[config.mk]
export PLATFORM = sky130hd
export DESIGN_NAME = uart8_tx
export DESIGN_NICKNAME = d
export VERILOG_FILES = /design/src/rtl/uart_pkg.sv /design/src/rtl/uart_baud_gen.sv /design/src/rtl/uart8_tx.sv
export SDC_FILE = /design/constraint.sdc
export NUM_CORES = 1
export LEC_CHECK = 0
export CORE_ASPECT_RATIO = 0.6
export CORE_MARGIN = 5
export CORE_UTILIZATION = 35
export CTS_CLUSTER_DIAMETER = 40
export CTS_CLUSTER_SIZE = 14
export DETAILED_ROUTE_END_ITERATION = 16
export PLACE_DENSITY = 0.6
export SYNTH_ARGS = -nofsm -noshare
export SYNTH_HDL_FRONTEND = slang
export SYNTH_SLANG_ARGS = --single-unit
[constraint.sdc]
create_clock -name clk -period 5.3 [get_ports clk]
set_input_delay 1.06 -clock clk [delete_from_list [all_inputs] [get_ports clk]]
set_output_delay 1.06 -clock clk [all_outputs]
set_load 0.01 [all_outputs]
[src/rtl/uart_pkg.sv]
// Shared UART framing definitions: transmitter state encoding, parity modes
// and the parity helper used by both directions of the link.
package uart_pkg;

  typedef enum logic [2:0] {
    ST_IDLE   = 3'd0,
    ST_START  = 3'd1,
    ST_DATA   = 3'd2,
    ST_PARITY = 3'd3,
    ST_STOP   = 3'd4
  } tx_state_e;

  localparam int PAR_NONE = 0;
  localparam int PAR_ODD  = 1;
  localparam int PAR_EVEN = 2;

  // Parity bit that makes data + parity carry an odd or even count of ones.
  function automatic logic parity_bit(input logic [7:0] data, input int mode);
    return (mode == PAR_ODD) ? ~(^data) : (^data);
  endfunction

endpackage

[src/rtl/uart_baud_gen.sv]
// Bit-period timer: counts DIV clocks and emits a one-cycle bitTick on the last
// cycle of each period. restart realigns the period to a new frame.
module uart_baud_gen #(
  parameter int DIV = 1250
) (
  input  logic clk,
  input  logic rstN,
  input  logic restart,
  output logic bitTick
);

  localparam int CW = $clog2(DIV);

  logic [CW-1:0] cnt_q;

  always_ff @(posedge clk or negedge rstN) begin
    if (!rstN) begin
      cnt_q <= '0;
    end else if (restart || (cnt_q == CW'(DIV - 1))) begin
      cnt_q <= '0;
    end else begin
      cnt_q <= cnt_q + CW'(1);
    end
  end

  assign bitTick = (cnt_q == CW'(DIV - 1));

endmodule

[src/rtl/uart8_tx.sv]
// 8-bit UART transmitter: start bit, 8 data bits LSB first, optional parity,
// then 1 or 2 stop bits, each held for CLOCK_RATE / BAUD_RATE clocks.
module uart8_tx
  import uart_pkg::*;
#(
  parameter int CLOCK_RATE = 12000000,
  parameter int BAUD_RATE  = 9600,
  parameter int PARITY     = 0,
  parameter int STOP_BITS  = 1
) (
  input  logic       clk,
  input  logic       rstN,
  input  logic       txEn,
  input  logic       txStart,
  input  logic [7:0] txIn,
  output logic       txOut,
  output logic       txBusy,
  output logic       txDone
);

  localparam int DIV = CLOCK_RATE / BAUD_RATE;

  if (DIV < 2) begin : g_bad_div
    $error("uart8_tx: CLOCK_RATE / BAUD_RATE must be at least 2");
  end
  if ((STOP_BITS != 1) && (STOP_BITS != 2)) begin : g_bad_stop
    $error("uart8_tx: STOP_BITS must be 1 or 2");
  end
  if ((PARITY < 0) || (PARITY > 2)) begin : g_bad_parity
    $error("uart8_tx: PARITY must be 0, 1 or 2");
  end

  tx_state_e  state_q;
  logic [7:0] shift_q;
  logic [2:0] bitIdx_q;
  logic       stopCnt_q;
  logic       parBit_q;
  logic       txOut_q;
  logic       txBusy_q;
  logic       txDone_q;

  logic accept;
  logic bitTick;

  assign accept = (state_q == ST_IDLE) && txEn && txStart;

  uart_baud_gen #(
    .DIV(DIV)
  ) u_baud (
    .clk    (clk),
    .rstN   (rstN),
    .restart(accept),
    .bitTick(bitTick)
  );

  always_ff @(posedge clk or negedge rstN) begin
    if (!rstN) begin
      state_q   <= ST_IDLE;
      shift_q   <= '0;
      bitIdx_q  <= '0;
      stopCnt_q <= 1'b0;
      parBit_q  <= 1'b0;
      txOut_q   <= 1'b1;
      txBusy_q  <= 1'b0;
      txDone_q  <= 1'b0;
    end else begin
      txDone_q <= 1'b0;
      case (state_q)
        ST_IDLE: begin
          if (accept) begin
            shift_q  <= txIn;
            parBit_q <= parity_bit(txIn, PARITY);
            bitIdx_q <= '0;
            txOut_q  <= 1'b0;
            txBusy_q <= 1'b1;
            state_q  <= ST_START;
          end
        end
        ST_START: begin
          if (bitTick) begin
            txOut_q <= shift_q[0];
            state_q <= ST_DATA;
          end
        end
        ST_DATA: begin
          // shift_q[0] is on the line; shift_q[1] becomes the next bit.
          if (bitTick) begin
            shift_q  <= shift_q >> 1;
            bitIdx_q <= bitIdx_q + 3'd1;
            if (bitIdx_q == 3'd7) begin
              if (PARITY != PAR_NONE) begin
                txOut_q <= parBit_q;
                state_q <= ST_PARITY;
              end else begin
                txOut_q   <= 1'b1;
                stopCnt_q <= 1'b0;
                state_q   <= ST_STOP;
              end
            end else begin
              txOut_q <= shift_q[1];
            end
          end
        end
        ST_PARITY: begin
          if (bitTick) begin
            txOut_q   <= 1'b1;
            stopCnt_q <= 1'b0;
            state_q   <= ST_STOP;
          end
        end
        ST_STOP: begin
          if (bitTick) begin
            if (stopCnt_q == 1'(STOP_BITS - 1)) begin
              txBusy_q <= 1'b0;
              txDone_q <= 1'b1;
              state_q  <= ST_IDLE;
            end else begin
              stopCnt_q <= stopCnt_q + 1'b1;
            end
          end
        end
        default: begin
          txOut_q  <= 1'b1;
          txBusy_q <= 1'b0;
          state_q  <= ST_IDLE;
        end
      endcase
    end
  end

  assign txOut  = txOut_q;
  assign txBusy = txBusy_q;
  assign txDone = txDone_q;

endmodule

# --- After elaboration in Yosys (flattened, before gate mapping) ---
# Cells that the tools add are included.
totals:
  reg_bits: 29
  inputBits: 12
  word_cells: 72
op_classes:
  n_addsub: 3
  eq_ne: 13
  n_mux: 34
  n_bitwise: 2
  n_reduce_logical: 12
op_table:
  columns: ["cell", "n"]
  rows:
  - ["$mux 3", 9]
  - ["$mux 1", 16]
  - ["$mux 8", 2]
  - ["$pmux 8 s2", 1]
  - ["$pmux 3 s5", 1]
  - ["$ne 2x2->1 const B", 6]
  - ["$add 11x1->11 const B", 1]
  - ["$eq 11x11->1 const B", 1]
  - ["$mux 11", 1]
  - ["$reduce_and 5->1", 2]
  - ["$reduce_and 7->1", 1]
  - ["$eq 3x2->1 const B", 2]
  - ["$eq 3x3->1 const B", 2]
  - ["$pmux 1 s3", 2]
  - ["$pmux 3 s2", 1]
  - ["$pmux 1 s5", 1]
  - ["$reduce_and 4->1", 1]
  - ["$add 3x1->3 const B", 1]
  - ["$eq 3x1->1 const B", 1]
  - ["$logic_not 3->1", 1]
  - ["$reduce_and 3->1", 1]
  - ["$reduce_bool 3->1", 1]
  - ["$reduce_or 3->1", 1]
  - ["$logic_and 1x1->1", 2]
  - ["other kinds (5)", 6]

# --- Logic depth before layout (Yosys ltp) ---
depth:
  depth_word: 5
  mapped_depth: 7

# --- Cells and area by module ---
# Synthesis repeated with hierarchy kept, for this count alone.
unflattened:
  cells_unflattened: 128
  area_unflattened_um2: 1472.7
by_module_without_submodules:
  columns: ["module", "instances", "cells_each", "area_each_um2", "seq_area_each_um2"]
  rows:
  - ["uart8_tx", 1, 72, 898.4, 426.7]
  - ["uart_baud_gen", 1, 56, 574.3, 275.3]

# --- Worst setup path before layout ---
# Ideal clock, no wire load.
synth_path:
  path_kind: "input port to flip-flop"
  startpoint: "in txStart"
  endpoint: "reg shift_q[1]"
  setup_time_ns: 0.125
  arrival_ns: 1.741
  required_time_ns: 5.175
  setup_slack_ns: 3.434
  path_stages: 3
  path_cell_list: "nand4_2 nand2_4 mux2_2"
synth_via:
  elab_chain_cells: 3
synth_lines:
  columns: ["element", "line", "text"]
  rows:
  - ["start: declaration", "uart8_tx.sv:14", "input logic txStart,"]
  - ["$logic_and 1x1->1", "uart8_tx.sv:45", "assign accept = (state_q == ST_IDLE) && txEn && txStart;"]
  - ["$ne 2x1->1 (no line)", null, null]
  - ["$reduce_and 3->1 (no line)", null, null]
  - ["end signal: assignment", "uart8_tx.sv:71", "shift_q <= txIn;"]
  - ["end signal: assignment", "uart8_tx.sv:88", "shift_q <= shift_q >> 1;"]
  - ["end: declaration", "uart8_tx.sv:34", "logic [7:0] shift_q;"]
# Every way passes these cells.
# A chain may end at the register's enable or synchronous reset.

# --- Worst setup path in the final report ---
layout_path:
  startpoint: "reg txOut_q, in the netlist txOut"
  endpoint: "out txOut"
layout_rtl:
  columns: ["element", "line", "text"]
  rows:
  - ["start: declaration", "uart8_tx.sv:38", "logic txOut_q;"]
  - ["start signal: assignment", "uart8_tx.sv:81", "txOut_q <= shift_q[0];"]
  - ["start signal: assignment", "uart8_tx.sv:92", "txOut_q <= parBit_q;"]
  - ["start signal: assignment", "uart8_tx.sv:100", "txOut_q <= shift_q[1];"]
  - ["end: declaration", "uart8_tx.sv:16", "output logic txOut,"]
# No word-level cell between the ends.

==> metrics list <==
- Cell count after synthesis: 123
- Slew margin rel.: 0.631
- Once detailed placement completed, the half-perimeter wirelength came to 1830 µm.
- IR Drop Worst-Case VDD: 148 µV
- TritonCTS clock tree: done
- Final Hold Vio Count: 0
* Detailed-router iteration count before antenna repair: 4
- The cell sitting at the root of the clock tree is a sky130_fd_sc_hd__clkbuf_8.
* Terminus of the critical flop-to-flop path: state_q[1]$_DFFE_PN0P_
* Kind of start point of the critical path: flop
- Final critical path time including I/O delays and setup: 2.41 ns
- Setup violations remaining at the end of the flow were counted as 0.
- Final Total Pwr: 0.000519 W
- Worst EP required: 4.24 ns
- Initial antenna violation count: 0
* Sink of the worst hold path: bitIdx_q[0]$_DFFE_PN0P_
- TritonCTS created 3 clock buffers.
- In the final layout, the share of cells above drive strength 1 is 0.201.
- Length in cells of the worst reg-to-reg path: 4
* Critical path capture point type: output pin
* GR Overflow Total: 0
- In this run the power density over the cells is 316 nW/µm².
- Number of gates resized after cts: 0
- The via count of the first global-routing pass was 920.
* Share of the cycle needed by the critical path after routing: 0.454
* Slack of the worst reg-to-reg path: 3.21 ns
- Number of diodes: 0
* Number of sinks on the clock net: 28
* Layout Skew: 0.00257 ns
- Result of the run: finished clean
- The tightest min-delay check is of the reg2reg type.
* Starting utilization of the core area: 0.372
- On the worst path, the slowest cell contributes a delay of 0.55 ns.
- The routed design has 2500 µm of wire.
* Vertical die dimension: 58.9 µm
* Cells on Worst Hold Path: 1
- Drt wl/cell: 13.4 µm
- Vias: 933
- Family with the most delay on the worst path: flip-flops
- By area the synthesized netlist is led by sky130_fd_sc_hd__dfrtp_1, sky130_fd_sc_hd__mux2_2, sky130_fd_sc_hd__nor2_1.
- The clock reaches the later pin of the worst-skew pair after 0.27 ns.
* Achievable Freq: 416 MHz
- Number of buffers on the longest clock path: 2
- Summing all placed instances gives a cell area of 1590 µm².
* Setup TNS: 0 ns
- Maximum number of pins on one net before global-route repair: 29
- Largest fanout on the critical path: 3
- Die outline area: 5390 µm²
* Startpoint of the worst hold path: bitIdx_q[0]$_DFFE_PN0P_
* Number of gates on the worst path with buffers counted: 1
- The Yosys step of the flow raised 0 warnings.
- X dimension of the die: 91.5 µm
- During placement, the flow inserted port buffers numbering 14.
- Across every metal layer, demand over resource in global routing totals 0.102.
- The critical path in this run is classified as reg2out.
- In this run the number of H-tree levels came out at 1.
- Post-synthesis instance area: 1390 µm²
- The average instance in the mapped netlist occupies 11.3 µm².
- Final non-filler cell area: 1640 µm²
- Buffers inserted to repair hold after CTS numbered 0.
- Summed over all instances, the cell type with the most area after synthesis is sky130_fd_sc_hd__dfrtp_1.
- Global-route wire length before repair: 4350 µm
* # IOs: 15
* Post-layout net count: 156
- The floorplan has 17 rows.
- Across the run, the number of max-cap violations was 0.
* Signal arrival time at the worst endpoint: 1.35 ns
* Routability congestion estimate from global placement: 0.713
* Clk pin slew, worst setup/hold paths: 0.09 ns
- Counting every net in the synthesized netlist gives 139.
- The share of the Yosys chip area taken by registers is 0.504.
- The signal on the critical path passes through clkdlybuf4s50_1.
* Area growth, synth to finish: 17.8%
- Synthesis instantiated 34 different standard cells from the library.
- The number of buffers and inverters on the critical path is 1.
* Post-detailed-route count of antenna-violating nets: 0
- Top-area cell type share of the netlist area: 0.485
* Count of state elements after synthesis: 28
- The detailed router finished its first iteration with 22 violations.
* Critical register-to-register path startpoint: u_baud.cnt_q[3]$_DFF_PN0_
- Core region area: 3740 µm²
- For this design, the slowest cell found on the critical path is sky130_fd_sc_hd__dfstp_2.
- The final max-slew violation count was 0.
* Unrepaired setup endpoints after global routing: no
* Via density per instance: 5.02
* Leak Pwr: 0.703 nW
- Number of setup buffers added after CTS: 0
* Transition time at the pin with the least slew margin: 0.552 ns
- Final routed DRC violation total: 0
-- cells in the mapped netlist, drive strengths merged --
library cell	count
mux2	12
and4	1
a31o	4
a21oi	1
nand4	3
ha	4
o21ai	2
clkbuf	1
buf	2
nor4b	2
nand2	8
dfstp	1
o21a	1
dfrtp	27
nor3	2
nor4	2
and4bb	1
a32oi	1
inv	5
o31ai	1
or3b	1
xnor2	4
and3	2
a31oi	2
xor2	4
nor3b	2
nand3	5
nor2	18
mux2i	3
a211o	1
-- per-layer routing --
layer,track usage,share of wire,vias up
li1,-,-,469
met4,0.0314,0.013,0
met5,0,0,-
met1,0.138,0.50,449
met3,0.0332,0.039,4
met2,0.156,0.45,11
-- kinds of logic after synthesis --
kind of cell             share of synthesized area
AND/OR/NAND/NOR                              0.200
flip-flops                                   0.504
multiplexers                                 0.118
AO/OA/AOI/OAI                               0.0682
XOR/XNOR                                    0.0503
buffers and inverters                       0.0233
adder cells (fa/ha/maj)                     0.0359
-- registers in the layout, summed over array words and instances (netlist names) --
name and cells:
txDone 1, bitIdx_q 3, txBusy 1, state_q 3, txOut 1, shift_q 8, u_baud.cnt_q 11
-- through the flow --
| step | hold slack [ns] | cells | setup slack (ns) | utilization |
|---|---|---|---|---|
| finish | 0.488 | 186 | 2.89 | 0.439 |
| global route | 0.512 | 186 | 2.84 | 0.439 |
| detailed placement | 0.479 | 182 | 2.72 | 0.424 |
| floorplan | 0.457 | 123 | 3.43 | - |
| global placement | 0.480 | 182 | 2.78 | 0.424 |
| CTS | 0.493 | 186 | 2.88 | 0.439 |
-- power by group --
group / internal, W / switching (W)
logic: 0.0000506 / 0.0000474
registers: 0.000253 / 0.0000378
clock network: 0.0000665 / 0.0000636
-- layout by cell type, fill, tap and decap left out, drive strengths merged --
| cell | netlist | final |
|---|---|---|
| clkdlybuf4s50 | 0 | 14 |
| a32oi | 1 | 1 |
| mux2 | 12 | 12 |
| nand3 | 5 | 5 |
| xnor2 | 4 | 4 |
| a21oi | 1 | 1 |
| dfrtp | 27 | 27 |
| inv | 5 | 5 |
| and3 | 2 | 2 |
| ha | 4 | 4 |
| and4 | 1 | 1 |
| dfstp | 1 | 1 |
| xor2 | 4 | 4 |
| nor2 | 18 | 18 |
| nand4 | 3 | 3 |
| or3b | 1 | 1 |
| clkbuf | 1 | 4 |
| a31oi | 2 | 2 |
| o31ai | 1 | 1 |
| nor3 | 2 | 2 |
| mux2i | 3 | 3 |
| and4bb | 1 | 1 |
| a211o | 1 | 1 |
| o21a | 1 | 1 |
| nor3b | 2 | 2 |
| buf | 2 | 1 |
| o21ai | 2 | 2 |
| nor4b | 2 | 2 |
| nor4 | 2 | 2 |
| a31o | 4 | 4 |
| nand2 | 8 | 8 |
-- area by class of cell --
cell class                 count  area (µm²)
fill                         349        2100
tap                           47        58.8
sequential                    28         702
inverter                       5        18.8
timing repair buffer          15         148
multi-input combinational     87         659
clock buffer                   4        55.1
-- worst max-delay path by stage --
| stage | from | to |
|---|---|---|
| floorplan | txStart | shift_q[1]$_DFFE_PN0P_ |
| global placement | txStart | shift_q[6]$_DFFE_PN0P_ |
| detailed placement | txEn | shift_q[3]$_DFFE_PN0P_ |
| CTS | txOut$_DFFE_PN1P_ | txOut |
| global route | txOut$_DFFE_PN1P_ | txOut |
| finish | txOut$_DFFE_PN1P_ | txOut |
No activity file was read; power rests on OpenSTA's default activity.
